--- config.mk ---
export PLATFORM = sky130hd
export DESIGN_NAME = wb_port_arbiter
export DESIGN_NICKNAME = d
export VERILOG_FILES = /design/src/rtl/wb_port_arbiter.sv
export SDC_FILE = /design/constraint.sdc
export NUM_CORES = 1
export LEC_CHECK = 0
export BUFFER_PORTS_ARGS = -buffer_cell sky130_fd_sc_hd__buf_4
export CAP_MARGIN = 25
export CORE_UTILIZATION = 54
export CTS_CLUSTER_DIAMETER = 30
export DETAILED_ROUTE_END_ITERATION = 10
export GPL_TIMING_DRIVEN = 1
export MAX_ROUTING_LAYER = met4
export PLACE_DENSITY = 0.92
export SLEW_MARGIN = 0
export SYNTH_ARGS = -nofsm -noshare
export SYNTH_HDL_FRONTEND = slang
export SYNTH_SLANG_ARGS = --single-unit
export TNS_END_PERCENT = 100
--- constraint.sdc ---
create_clock -name clk -period 4.3 [get_ports clk]
set_input_delay 0.43 -clock clk [delete_from_list [all_inputs] [get_ports clk]]
set_output_delay 0.43 -clock clk [all_outputs]
set_load 0.05 [all_outputs]
--- src/rtl/wb_port_arbiter.sv ---
// Write-back port arbiter: round-robin between ALU and load unit onto one
// registered register-file write port, plus a pending-write scoreboard for decode stalls.
module wb_port_arbiter #(
    parameter int DATA_W = 32
) (
    input  logic              clk,
    input  logic              rst,
    input  logic              alu_valid,
    input  logic [4:0]        alu_rd,
    input  logic [DATA_W-1:0] alu_data,
    output logic              alu_ready,
    input  logic              mem_valid,
    input  logic [4:0]        mem_rd,
    input  logic [DATA_W-1:0] mem_data,
    output logic              mem_ready,
    input  logic              iss_valid,
    input  logic [4:0]        iss_rd,
    input  logic [4:0]        rs1_addr,
    input  logic [4:0]        rs2_addr,
    output logic              rs1_busy,
    output logic              rs2_busy,
    output logic              RegWrite,
    output logic [4:0]        WB_rd_addr,
    output logic [DATA_W-1:0] WB_rd_data
);

    logic              last_mem;   // 1: MEM was granted most recently
    logic [31:0]       pend;
    logic [31:0]       pend_nxt;
    logic              xfer;
    logic [4:0]        sel_rd;
    logic [DATA_W-1:0] sel_data;

    // Ready is gated by rst so nothing is accepted while reset is held.
    assign alu_ready = rst & alu_valid & (~mem_valid | last_mem);
    assign mem_ready = rst & mem_valid & (~alu_valid | ~last_mem);
    assign xfer      = alu_ready | mem_ready;
    assign sel_rd    = mem_ready ? mem_rd   : alu_rd;
    assign sel_data  = mem_ready ? mem_data : alu_data;

    always_ff @(posedge clk or negedge rst) begin
        if (!rst) begin
            last_mem   <= 1'b1;
            RegWrite   <= 1'b0;
            WB_rd_addr <= '0;
            WB_rd_data <= '0;
        end else begin
            RegWrite <= 1'b0;
            if (xfer) begin
                last_mem <= mem_ready;
                // rd=0 is consumed silently; the port keeps its last address/data.
                if (sel_rd != 5'd0) begin
                    RegWrite   <= 1'b1;
                    WB_rd_addr <= sel_rd;
                    WB_rd_data <= sel_data;
                end
            end
        end
    end

    // Clear on the register-file write, then set from issue so a new producer wins.
    always_comb begin
        pend_nxt = pend;
        if (RegWrite)
            pend_nxt[WB_rd_addr] = 1'b0;
        if (iss_valid && iss_rd != 5'd0)
            pend_nxt[iss_rd] = 1'b1;
        pend_nxt[0] = 1'b0;
    end

    always_ff @(posedge clk or negedge rst) begin
        if (!rst)
            pend <= '0;
        else
            pend <= pend_nxt;
    end

    assign rs1_busy = pend[rs1_addr];
    assign rs2_busy = pend[rs2_addr];

endmodule

==> impl_metrics.tcl, run 1 <==
set metrics [dict create \
    fillers 453 \
    wl_per_cell_um 17.7 \
    viasPerCell 6.10 \
    power.leakage_nw 2.24 \
    met2WireLength_um 5770 \
    ys.flop_type "dfrtp_1" \
    pre_cts_ws_ns 1.94 \
    ctsResizeCount 0 \
    crit_arrival_ns 2.06 \
    cts_buffers 9 \
    timing.max_slew.rel_slack 0.338 \
    crit_type "reg -> out" \
    grt_max_degree 73 \
    cts-hold-fix-buffers 0 \
    htree_levels 3 \
    postCtsSetupBuffers 0 \
    drt_first_pass_iters 5 \
    layout_common_cells "buf_4 (138), dfrtp_1 (69), nand2_1 (68)" \
    crit_required_ns 3.87 \
    dp_cells 607 \
    finalSetupViolCount 0 \
    grt_pass1_wl_um 17600 \
    clock_path_buffers 2 \
    io_pins 136 \
    drc 0 \
    antenna_found_initial 0 \
    syn_nets 504 \
    wl_met3_um 930 \
    dr.max_layer_used "met4" \
    port_buffers 135 \
    fin_cells 623 \
    crit_path_max_fanout 3 \
    global_route.overflow_total 0 \
    synth_top_area_cell "dfrtp_1" \
    cts_tree "done" \
    nets 632 \
    start_util 0.556 \
    area_growth_pct 33.1 \
    crit_path_end_kind "output port" \
    period_needed_ns 2.49 \
    synth-async-reset-ratio 1.00 \
    final_common_cell "buf_4" \
    synthTopCellsByArea "dfrtp_1 (46%), o21ai_0 (8.4%), nand2_1 (6.8%), mux2i_1 (6.7%), a31oi_1 (5.3%)" \
    grtUsageTotal 0.321 \
    die_h_um 85.4 \
    die_x_um 85.4 \
    ant_nets 0 \
    post-dp-hpwl_um 8010 \
    clkTransAtPathRegs_ns 0.08 \
    ir_drop_mv 0.329 \
    p_per_area_nw_per_um2 481 \
    synth-seq-area-share 0.467 \
    maxSlewViolCount 0 \
    tightest_slew_ns 0.992 \
    core_region_area_um2 6760 \
    routed_wl_um 11000 \
    fin_skew_ns 0.00732 \
    max_clock_freq_mhz 402 \
    drive_gt1_frac 0.304 \
    netlist-cell-type-count 40 \
    drt-met1-wl_um 4090 \
    synth-seq-cells 70 \
    vias 3802 \
    syn-cell-area_um2 3760 \
    fin_crit_sh 0.578 \
    dieArea_um2 7300 \
    cts.sinks 70 \
    worst_slack_ns 1.81 \
    rows 30 \
    drt_iter0_drc 359 \
    setup_tns_ns 0 \
    worstSetupStartpointType "flip-flop" \
    min_path_type "in -> reg" \
    synth.avg_cell_area_um2 9.16 \
    cap_violations 0 \
    gp_congestion 0.919 \
    yosys_warnings 0 \
    syn_inst 410 \
    clk_latency_ns 0.35 \
    fin_util 0.740 \
    finalHoldViolCount 0 \
    whs_ns 0.302 \
    rsz0062_at_grt "no" \
    grt_pass1_vias 3710 \
    outcome "complete, no violations" \
    root_buffer "clkbuf_8" \
    synth-edff-count 0 \
    synth_top_cell_area_share 0.460 \
    diodes 0 \
]
flip-flops by register name, indices dropped and copies added (netlist names):
signal      flops
pend           31
last_mem        1
WB_rd_addr      5
WB_rd_data     32
RegWrite        1
cells in the mapped netlist (3+ instances only):
master / instances
o22ai_1: 3
mux4_1: 4
inv_1: 7
a31oi_1: 32
a22oi_1: 4
or3_1: 6
nor2b_1: 6
nor2_1: 37
buf_6: 5
buf_2: 9
mux2i_1: 25
dfrtp_1: 69
nor3_1: 6
buf_4: 3
nand2_1: 68
nand3_1: 17
a21oi_1: 9
nand3b_1: 5
o21ai_0: 63
metrics by stage:
| stage | total power (W) | cell area (µm²) |
|---|---|---|
| after global placement | 0.00173 | 4770 |
| final | 0.00241 | 5000 |
| after detailed placement | 0.00178 | 4770 |
| after floorplan | 0.00147 | 3760 |
| after CTS | 0.00240 | 5000 |
| after global routing | 0.00252 | 5000 |
final timing paths:
kind                                             from                    endpoint  slack, ns  cells after the start
max                                pend[18]$_DFF_PN0_                    rs2_busy       1.81                      5
min                                         iss_rd[1]           pend[4]$_DFF_PN0_       0.30                      2
max reg2reg                      last_mem$_DFFE_PN1P_  WB_rd_data[29]$_DFFE_PN0P_       2.23                      7
min reg2reg                WB_rd_data[26]$_DFFE_PN0P_  WB_rd_data[26]$_DFFE_PN0P_       0.55                      2
max in group asynchronous                         rst          pend[10]$_DFF_PN0_       3.41                      2
min in group asynchronous                         rst           pend[4]$_DFF_PN0_       0.33                      2
critical path, cell delays in order, from the launching register on:
cell and delay (ns):
dfrtp_1 0.42, mux4_1 0.53, mux2i_1 0.14, nor3b_1 0.06
or3_1 0.37, buf_4 0.20
report_power, final:
group | total [W] | internal, W | switching [W]
sequential | 0.000983 | 0.000833 | 0.000150
clock | 0.000626 | 0.000382 | 0.000245
combinational | 0.000799 | 0.000314 | 0.000484
total | 0.00241 | 0.00153 | 0.000879
area by class of cell:
cell class / count / area, µm² / area share
timing repair buffer: 138 / 1040 / 0.207
clock buffer: 9 / 124 / 0.0248
multi-input combinational: 312 / 1850 / 0.370
inverter: 7 / 26.3 / 0.00525
clock inverter: 7 / 113 / 0.0225
sequential: 70 / 1750 / 0.350
tap: 80 / 100 / 0.0200
logic make-up (layout without fill, tap and decap cells):
kind of cell    after synthesis  after routing  synth area share
buf+inv                      28            161            0.0440
mux                          33             33             0.113
flops                        70             70             0.467
compound gates              121            121             0.186
simple gates                158            158             0.191
layer usage:
layer,up-vias,global-route usage
met4,0,0.105
met1,1813,0.376
met2,219,0.550
met5,-,-
li1,1742,-
met3,28,0.0700
(Power assumes the default switching activity.)
==> run 2, diff against run 1 <==
--- a/config.mk
+++ b/config.mk
@@ -7,12 +7,12 @@
 export LEC_CHECK = 0
 export BUFFER_PORTS_ARGS = -buffer_cell sky130_fd_sc_hd__buf_4
 export CAP_MARGIN = 25
-export CORE_UTILIZATION = 54
+export CORE_UTILIZATION = 50
 export CTS_CLUSTER_DIAMETER = 30
 export DETAILED_ROUTE_END_ITERATION = 10
 export GPL_TIMING_DRIVEN = 1
 export MAX_ROUTING_LAYER = met4
-export PLACE_DENSITY = 0.92
+export PLACE_DENSITY = 0.86
 export SLEW_MARGIN = 0
 export SYNTH_ARGS = -nofsm -noshare
 export SYNTH_HDL_FRONTEND = slang
==> constraint.sdc (replaced) <==
create_clock -name clk -period 2.5 [get_ports clk]
set_input_delay 0.25 -clock clk [delete_from_list [all_inputs] [get_ports clk]]
set_output_delay 0.25 -clock clk [all_outputs]
set_load 0.05 [all_outputs]
==> impl_metrics.tcl, run 2 (same netlist as run 1, synthesis figures left out) <==
set metrics [dict create \
    dieArea_um2 7870 \
    drt_first_pass_iters 6 \
    gp_congestion 0.897 \
    slowest_stage "dlygate4sd3_1" \
    drc 0 \
    period_needed_ns 2.36 \
    top_regs "WB_rd_data (32), pend (31), WB_rd_addr (5)" \
    grt_max_degree 67 \
    critPathMaxStageDelay_ns 0.53 \
    diodes 0 \
    r2r_slack_ns 0.61 \
    rows 31 \
    rsz0062_at_grt "no" \
    timing.max_slew.rel_slack 0.547 \
    wl_per_cell_um 16.6 \
    layout_common_cells "buf_4 (140), dfrtp_1 (69), nand2_1 (68)" \
    drt-met1-wl_um 4280 \
    grt_pass1_wl_um 17100 \
    fin_util 0.688 \
    nets 636 \
    p_per_area_nw_per_um2 763 \
    cts.sinks 70 \
    maxSlewViolCount 0 \
    fin_skew_ns 0.0110 \
    htree_levels 3 \
    crit_required_ns 2.25 \
    crit_path_end_kind "output port" \
    outcome "complete, no violations" \
    cp_common_cell "buf_4" \
    drt_iter0_drc 302 \
    worst_slack_ns 0.140 \
    tightest_slew_ns 0.680 \
    largest_reg_flops 32 \
    ctsResizeCount 0 \
    finalSetupViolCount 0 \
    dp_cells 629 \
    worstSetupStartpointType "input port" \
    cap_violations 0 \
    fin_cells 646 \
    wl_met3_um 672 \
    cts-hold-fix-buffers 1 \
    area_growth_pct 32.8 \
    finalHoldViolCount 0 \
    crit_path_max_fanout 18 \
    grtUsageTotal 0.297 \
    final_common_cell "buf_4" \
    routed_wl_um 10700 \
    cts_tree "done" \
    die_x_um 88.7 \
    fillers 564 \
    ir_drop_mv 0.433 \
    met2WireLength_um 5450 \
    port_buffers 135 \
    antenna_found_initial 0 \
    regMostFlops "WB_rd_data" \
    clk_latency_ns 0.35 \
    global_route.overflow_total 0 \
    die_h_um 88.7 \
    clock_path_buffers 2 \
    power.leakage_nw 2.23 \
    fin_crit_sh 0.944 \
    setup_tns_ns 0 \
    vias 3733 \
    min_path_type "in -> reg" \
    start_util 0.518 \
    grt_pass1_vias 3660 \
    power_w 0.00381 \
    cts_buffers 9 \
    root_buffer "clkbuf_8" \
    core_region_area_um2 7250 \
    max_clock_freq_mhz 424 \
    dr.max_layer_used "met4" \
    crit_type "in -> out" \
    viasPerCell 5.78 \
    ant_nets 0 \
    postCtsSetupBuffers 0 \
    crit_chain "dlygate4sd3_1, buf_4, and2_1, nand2_2, inv_1, buf_4" \
    crit_arrival_ns 2.11 \
    clkTransAtPathRegs_ns 0.08 \
    pre_cts_ws_ns 0.462 \
    drive_gt1_frac 0.300 \
    io_pins 136 \
    post-dp-hpwl_um 8040 \
]
[run 2: cell count changes in the layout (fill, tap and decap cells not counted)]
cell           previous run  this run
clkbuf_1                  0         4
dlygate4sd3_1             0         1
bufinv_16                 3         0
buf_4                   138       140
clkinvlp_4                1         0
buf_12                    0         1
[run 2: cell type report]
| cell class | count | area, µm² | share of cell area |
|---|---|---|---|
| sequential | 70 | 1750 | 0.351 |
| tap | 99 | 124 | 0.0248 |
| clock inverter | 3 | 15.0 | 0.00301 |
| multi-input combinational | 312 | 1850 | 0.371 |
| clock buffer | 13 | 139 | 0.0278 |
| inverter | 7 | 26.3 | 0.00527 |
| timing repair buffer | 142 | 1080 | 0.217 |
[run 2: worst max-delay path: cells and delay by family]
kind | cells | cell delay (ns)
buffers and inverters | 4 | 1.37
AND/OR/NAND/NOR | 2 | 0.47
[run 2: worst paths after layout]
path                                      start                         end  cells after the start
min in group asynchronous                   rst   WB_rd_addr[4]$_DFFE_PN0P_                      2
max in group asynchronous                   rst          pend[21]$_DFF_PN0_                      4
min reg2reg                  pend[23]$_DFF_PN0_          pend[23]$_DFF_PN0_                      2
max reg2reg                last_mem$_DFFE_PN1P_  WB_rd_data[29]$_DFFE_PN0P_                      6
max                                         rst                   mem_ready                      6
min                                   iss_rd[1]           pend[4]$_DFF_PN0_                      2
[run 2: where the power goes]
| part | switching [W] | total [W] | internal (W) |
|---|---|---|---|
| combinational | 0.000823 | 0.00137 | 0.000548 |
| clock | 0.000403 | 0.000760 | 0.000357 |
| sequential | 0.000245 | 0.00168 | 0.00143 |
[run 2: stage by stage]
step | hold slack, ns | cell area [µm²]
2_1_floorplan | -0.0456 | 3760
3_3_place_gp | 0.0617 | 4820
3_5_place_dp | 0.0597 | 4820
4_1_cts | 0.107 | 4990
5_1_grt | 0.118 | 4990
6_report | 0.112 | 4990
[run 2: metal layers]
| layer | global-route usage | vias to the layer above |
|---|---|---|
| li1 | - | 1751 |
| met1 | 0.349 | 1772 |
| met2 | 0.492 | 177 |
| met3 | 0.0625 | 33 |
| met4 | 0.132 | 0 |
| met5 | - | - |
